`src/rtl/rcc_osc_rdy_ctrl.sv`:
```
// Oscillator enable/ready sequencer for HSI, CSI and HSE, including the HSE CSS fail latch.
// Optional ready-flag interrupt logic is built when RCC_OSC_RDY_IRQ_EN is defined.
module rcc_osc_rdy_ctrl #(
  parameter int unsigned HSI_STARTUP_CYC = 64,
  parameter int unsigned CSI_STARTUP_CYC = 32,
  parameter int unsigned HSE_STARTUP_CYC = 2048,
  parameter int unsigned OFF_CYC         = 4,
  parameter int unsigned CNT_W           = 12
) (
  input  logic       sys_clk,
  input  logic       sys_rst,
  input  logic       hsion,
  input  logic       csion,
  input  logic       hseon,
  input  logic [1:0] sys_clk_sw,
  input  logic       rcc_sys_stop,
  input  logic       hsi_ker_clk_req,
  input  logic       csi_ker_clk_req,
  input  logic       hse_css_evt,
  input  logic       hsecss_clr,
  output logic       hsi_en,
  output logic       csi_en,
  output logic       hse_en,
  output logic       hsi_rdy,
  output logic       csi_rdy,
  output logic       hse_rdy,
  output logic       hsecss_fail
`ifdef RCC_OSC_RDY_IRQ_EN
  ,
  input  logic [2:0] rdyie,
  input  logic [2:0] rdyc,
  output logic [2:0] rdyf,
  output logic       rcc_osc_irq
`endif
);

  localparam int unsigned NUM_OSC = 3;

  typedef enum logic [1:0] {
    ST_OFF      = 2'd0,
    ST_STARTUP  = 2'd1,
    ST_RDY      = 2'd2,
    ST_SHUTDOWN = 2'd3
  } osc_state_e;

  logic                sw_hsi_c;
  logic                sw_csi_c;
  logic                sw_hse_c;
  logic [NUM_OSC-1:0]  req_c;
  logic [NUM_OSC-1:0]  kill_c;
  logic [NUM_OSC-1:0]  en_w;
  logic [NUM_OSC-1:0]  rdy_w;
  logic                hsecss_fail_q;
  logic                hsecss_fail_d;

  assign sw_hsi_c = (sys_clk_sw == 2'b00);
  assign sw_csi_c = (sys_clk_sw == 2'b01);
  assign sw_hse_c = (sys_clk_sw == 2'b10);

  // Kernel requests keep HSI/CSI alive through stop; HSE is masked by a latched CSS failure.
  assign req_c[0] = ((hsion | sw_hsi_c) & ~rcc_sys_stop) | hsi_ker_clk_req;
  assign req_c[1] = ((csion | sw_csi_c) & ~rcc_sys_stop) | csi_ker_clk_req;
  assign req_c[2] = (hseon | sw_hse_c) & ~rcc_sys_stop & ~hsecss_fail_q;

  assign kill_c = {hse_css_evt, 2'b00};

  // CSS fail latch: a same-cycle event beats the clear.
  assign hsecss_fail_d = hse_css_evt | (hsecss_fail_q & ~hsecss_clr);

  always_ff @(posedge sys_clk) begin
    if (sys_rst) begin
      hsecss_fail_q <= 1'b0;
    end else begin
      hsecss_fail_q <= hsecss_fail_d;
    end
  end

  for (genvar i = 0; i < NUM_OSC; i++) begin : g_osc
    localparam int unsigned STARTUP_CYC = (i == 0) ? HSI_STARTUP_CYC :
                                          (i == 1) ? CSI_STARTUP_CYC : HSE_STARTUP_CYC;

    osc_state_e       state_q;
    logic [CNT_W-1:0] cnt_q;
    logic             en_q;
    logic             rdy_q;

    // Per-oscillator sequencer; en/rdy are registered alongside the state they decode.
    always_ff @(posedge sys_clk) begin
      if (sys_rst || kill_c[i]) begin
        state_q <= ST_OFF;
        cnt_q   <= '0;
        en_q    <= 1'b0;
        rdy_q   <= 1'b0;
      end else begin
        unique case (state_q)
          ST_OFF: begin
            if (req_c[i]) begin
              state_q <= ST_STARTUP;
              cnt_q   <= '0;
              en_q    <= 1'b1;
            end
          end
          ST_STARTUP: begin
            if (!req_c[i]) begin
              state_q <= ST_OFF;
              cnt_q   <= '0;
              en_q    <= 1'b0;
            end else if (cnt_q == CNT_W'(STARTUP_CYC - 1)) begin
              state_q <= ST_RDY;
              cnt_q   <= '0;
              rdy_q   <= 1'b1;
            end else begin
              cnt_q <= cnt_q + CNT_W'(1);
            end
          end
          ST_RDY: begin
            if (!req_c[i]) begin
              state_q <= ST_SHUTDOWN;
              cnt_q   <= '0;
              en_q    <= 1'b0;
            end
          end
          ST_SHUTDOWN: begin
            // Requests are ignored until OFF so the analog side always sees a full off period.
            if (cnt_q == CNT_W'(OFF_CYC - 1)) begin
              state_q <= ST_OFF;
              cnt_q   <= '0;
              rdy_q   <= 1'b0;
            end else begin
              cnt_q <= cnt_q + CNT_W'(1);
            end
          end
          default: begin
            state_q <= ST_OFF;
            cnt_q   <= '0;
            en_q    <= 1'b0;
            rdy_q   <= 1'b0;
          end
        endcase
      end
    end

    assign en_w[i]  = en_q;
    assign rdy_w[i] = rdy_q;
  end

  assign hsi_en      = en_w[0];
  assign csi_en      = en_w[1];
  assign hse_en      = en_w[2];
  assign hsi_rdy     = rdy_w[0];
  assign csi_rdy     = rdy_w[1];
  assign hse_rdy     = rdy_w[2];
  assign hsecss_fail = hsecss_fail_q;

`ifdef RCC_OSC_RDY_IRQ_EN
  logic [NUM_OSC-1:0] rdy_prev_q;
  logic [NUM_OSC-1:0] rdyf_q;
  logic               irq_q;

  // Ready flags catch rising rdy edges; a new edge wins over a same-cycle clear.
  always_ff @(posedge sys_clk) begin
    if (sys_rst) begin
      rdy_prev_q <= '0;
      rdyf_q     <= '0;
      irq_q      <= 1'b0;
    end else begin
      rdy_prev_q <= rdy_w;
      rdyf_q     <= (rdyf_q & ~rdyc) | (rdy_w & ~rdy_prev_q);
      irq_q      <= |(rdyf_q & rdyie);
    end
  end

  assign rdyf        = rdyf_q;
  assign rcc_osc_irq = irq_q;
`endif

endmodule

```
`config.mk`:
```
export PLATFORM = sky130hd
export DESIGN_NAME = rcc_osc_rdy_ctrl
export DESIGN_NICKNAME = d
export VERILOG_FILES = /design/src/rtl/rcc_osc_rdy_ctrl.sv
export SDC_FILE = /design/constraint.sdc
export NUM_CORES = 1
export LEC_CHECK = 0
export CAP_MARGIN = 20
export CORE_MARGIN = 2
export CORE_UTILIZATION = 40
export DETAILED_ROUTE_END_ITERATION = 7
export GPL_TIMING_DRIVEN = 0
export RECOVER_POWER = 25
export SLEW_MARGIN = 10
export SYNTH_ARGS = -nofsm -noshare
export SYNTH_HDL_FRONTEND = slang
export SYNTH_SLANG_ARGS = --single-unit
export TNS_END_PERCENT = 5
```
`constraint.sdc`:
```
create_clock -name sys_clk -period 2.3 [get_ports sys_clk]
set_input_delay 0.23 -clock sys_clk [delete_from_list [all_inputs] [get_ports sys_clk]]
set_output_delay 0.23 -clock sys_clk [all_outputs]
set_load 0.02 [all_outputs]
```
==> results.py <==
metrics = {
    "critical_path": {
        "arrival_ns": 2.50,
        "critPathMaxStageDelay_ns": 0.64,
        "crit_path_cell_trace": "dlygate4sd3_1, nand2b_1, a211oi_4, a21oi_2, nor4_4, nand2_4, o31ai_1",
        "critPathBufInv": 1,
        "cp-end-kind": "flip-flop",
        "criticalPathCategory": "input port to flip-flop",
        "crit_path_top_delay_cell": "nor4_4",
        "required_ns": 2.52,
        "r2r_slack_ns": 0.03,
        "crit_fanout": 9,
        "cp-start-kind": "input port",
        "path_delay_family": "simple AND/OR/NAND/NOR gates",
    },
    "yosys": {
        "synth_common_cells": "49 x dfxtp_1, 44 x nor2_1, 30 x nand2_1",
        "ys_top_cells_by_area": "dfxtp_1 35%, ha_1 8.0%, nor2_1 5.8%",
        "synth_edf_count": 0,
        "avgSynthCellArea_um2": 8.204,
        "ys_seq_area_share_pct": 34.66,
        "synth-simple-area-share_pct": 29.58,
        "synth_nets": 375,
        "synth_top_area_cell": "dfxtp_1",
        "synth.distinct_cells": 52,
        "synth_compound_area_share_pct": 17.20,
        "synth.area.mux_share_pct": 2.343,
        "synth_ff_type": "dfxtp_1",
        "synth_most_common_cell": "dfxtp_1",
        "synth_seq_cells": 49,
        "yosysWarnings": 0,
        "netlist_area_um2": 2830,
        "synth_adder_area_share_pct": 7.958,
        "synthCells": 345,
        "synth_top_family_by_area": "simple AND/OR/NAND/NOR gates",
        "synth-xor-area-share_pct": 4.951,
        "ys_async_sr_fraction_pct": 0,
        "synth.top_cell.area_share_pct": 34.66,
    },
    "power": {
        "clock_power_share_pct": 33.5,
        "power_density_nw_per_um2": 584.3,
        "ir_drop_mv": 0.3125,
        "switching_share_pct": 29.47,
        "power.internal_w": 0.001350,
        "combinationalPowerShare_pct": 19.4,
        "pwr-share-seq_pct": 47.0,
        "p_leak_nw": 1.176,
        "power.switching_w": 0.0005639,
    },
    "sta": {
        "period_share_pct": 99.07,
        "setup_viol": 0,
        "post-route-min-period_ns": 2.279,
        "final_hold_viol_count": 0,
        "hold_slack_ns": 0.4745,
        "finalMaxSlewViolations": 0,
        "worstMarginPinSlew_ns": 0.6668,
        "worst_slack_ns": 0.02141,
        "grt_setup_unrepaired": "yes",
        "relSlewSlack_pct": 55.21,
        "skew_ns": 0.01022,
        "fmax_mhz": 438.9,
    },
    "route": {
        "first_pass_iters": 4,
        "vias": 2487,
        "drtIter0Drc": 87,
        "wl_mm": 5.946,
        "post_drt_via_cell_ratio": 5.325,
        "drtAntennaViolNets": 0,
        "drc_errors": 0,
        "wl_per_cell_um": 12.73,
    },
    "clocking": {
        "clk_path_buf_depth": 2,
        "clock-sinks": 49,
        "cts_setup_buffers": 0,
        "worstSkewPairLatency_ns": 0.31,
        "cts_tree": "yes",
        "clk_pin_slew_worst_paths_ns": 0.10,
        "htree_levels": 2,
        "numCtsBuffers": 5,
        "cts_root_buf": "clkbuf_8",
    },
    "grt": {
        "grt_max_degree": 17,
        "grt_pass1_wl_mm": 10.24,
        "grt_overflow_total": 0,
        "grt_pass1_vias": 2244,
        "antenna_found_initial": 0,
        "grt_usage_pct": 16.30,
    },
    "placed_design": {
        "dpl.hpwl_mm": 4.370,
        "placed_area_um2": 3131,
        "gp_congestion": 0.8124,
        "io_buffers": 18,
        "dp_slack_ns": -0.2180,
    },
    "floorplanning": {
        "core_um2": 6832,
        "dieHeight_um": 88.12,
        "ios": 19,
        "start_util_pct": 41.43,
        "fp.dieW_um": 88.12,
        "dieArea_um2": 7764,
        "num_rows": 30,
    },
    "worst_hold_path": {
        "hp-class": "flip-flop to flip-flop",
    },
    "cells_and_area": {
        "regArea_um2": 982.2,
        "fillers": 694,
        "syn_to_final_growth_pct": 15.74,
        "drive_above_1_share_pct": 8.086,
        "antenna-diode-count": 0,
        "multi_input_area_um2": 1784,
        "fin_nets": 400,
        "stdcell_area_um2": 3276,
    },
    "flow_run": {
        "cap_violations": 0,
    },
    "run_status": {
        "status": "completed",
    },
}
==> cells by family (layout without fill, tap and decap cells) <==
logic type | count (synthesis) | after routing
adders and majority gates | 18 | 18
DFF | 49 | 49
AOI/OAI and AO/OA | 72 | 72
buffers and inverters | 23 | 49
xor gates and xnor gates | 16 | 16
and+or+nand+nor | 161 | 161
muxes | 6 | 6
==> cell usage in the layout, fill, tap and decap left out, types with 6 or more instances in the layout <==
cell type / instances
a21oi_1: 19
a31oi_1: 10
and3_1: 13
clkbuf_1: 6
clkdlybuf4s50_1: 9
dfxtp_1: 48
dlygate4sd3_1: 9
ha_1: 16
inv_1: 16
nand2_1: 30
nand3_1: 15
nand4_1: 7
nor2_1: 44
nor3_1: 16
o21ai_0: 13
o31ai_1: 6
xnor2_1: 6
xor2_1: 10
==> worst min-delay path: cells and delay by family, from the launching register on <==
kind	cells	cell delay [ns]
flops	1	0.32
compound gates	2	0.11
==> repair_timing <==
| item | 4_1_cts | 5_1_grt |
|---|---|---|
| setup endpoints to repair | 1 | 30 |
| hold endpoints to repair | 0 | 0 |
| resized for setup | 1 | 6 |
| hold buffers | 0 | 0 |
| cloned | 0 | 0 |
| pin swaps | 0 | 1 |
==> final cells by class <==
cell class | count | area share, %
Sequential cell | 49 | 29.98
Clock inverter | 3 | 1.413
Tap cell | 96 | 3.667
Timing Repair Buffer | 18 | 5.500
Clock buffer | 5 | 2.101
Inverter | 16 | 1.833
Buffer | 7 | 1.031
Multi-Input combinational cell | 273 | 54.47
==> power groups by stage <==
stage	Clock [W]	Sequential [W]	Combinational, W
2_1_floorplan	0	0.000929	0.000249
3_3_place_gp	0	0.000919	0.000361
3_5_place_dp	0	0.000920	0.000366
4_1_cts	0.000663	0.000900	0.000368
5_1_grt	0.000693	0.000907	0.000418
6_report	0.000642	0.000900	0.000372
==> registers in the layout (all words and copies together), names as in the netlist, named ones only <==
register / flops
hsecss_fail: 1
g_osc.state_q: 3
hsi_en: 1
g_osc.cnt_q: 36
hse_en: 1
hsi_rdy: 1
csi_en: 1
hse_rdy: 1
csi_rdy: 1
==> per-stage QoR <==
stage | std cells | util, % | setup TNS [ns] | total power [W]
after floorplan | 345 | - | 0 | 0.001179
after global placement | 459 | 45.82 | -2.137 | 0.001280
after detailed placement | 459 | 45.82 | -2.054 | 0.001286
after CTS | 467 | 47.60 | 0 | 0.001931
after global routing | 467 | 47.95 | -1.551 | 0.002018
final | 467 | 47.95 | 0 | 0.001914
==> path summary, 6_finish.rpt <==
path                        start                        endpoint  cells after the start
max reg2reg             flip-flop  g_osc[1].cnt_q[5]$_SDFFE_PP0P_                      8
max                 sys_clk_sw[1]  g_osc[1].cnt_q[5]$_SDFFE_PP0P_                      7
min          csi_rdy$_SDFFE_PP0P_            csi_rdy$_SDFFE_PP0P_                      2
min reg2reg  csi_rdy$_SDFFE_PP0P_            csi_rdy$_SDFFE_PP0P_                      2
==> layer usage <==
metal  vias up  part of all wire (%)  track usage [%]
met2        39                    43            24.04
met5         -                     0                0
met1      1152                    53            24.56
met3         7                   3.2            3.110
met4         0                  0.92            3.719
li1       1289                     -                -
(Power assumes the default switching activity.)
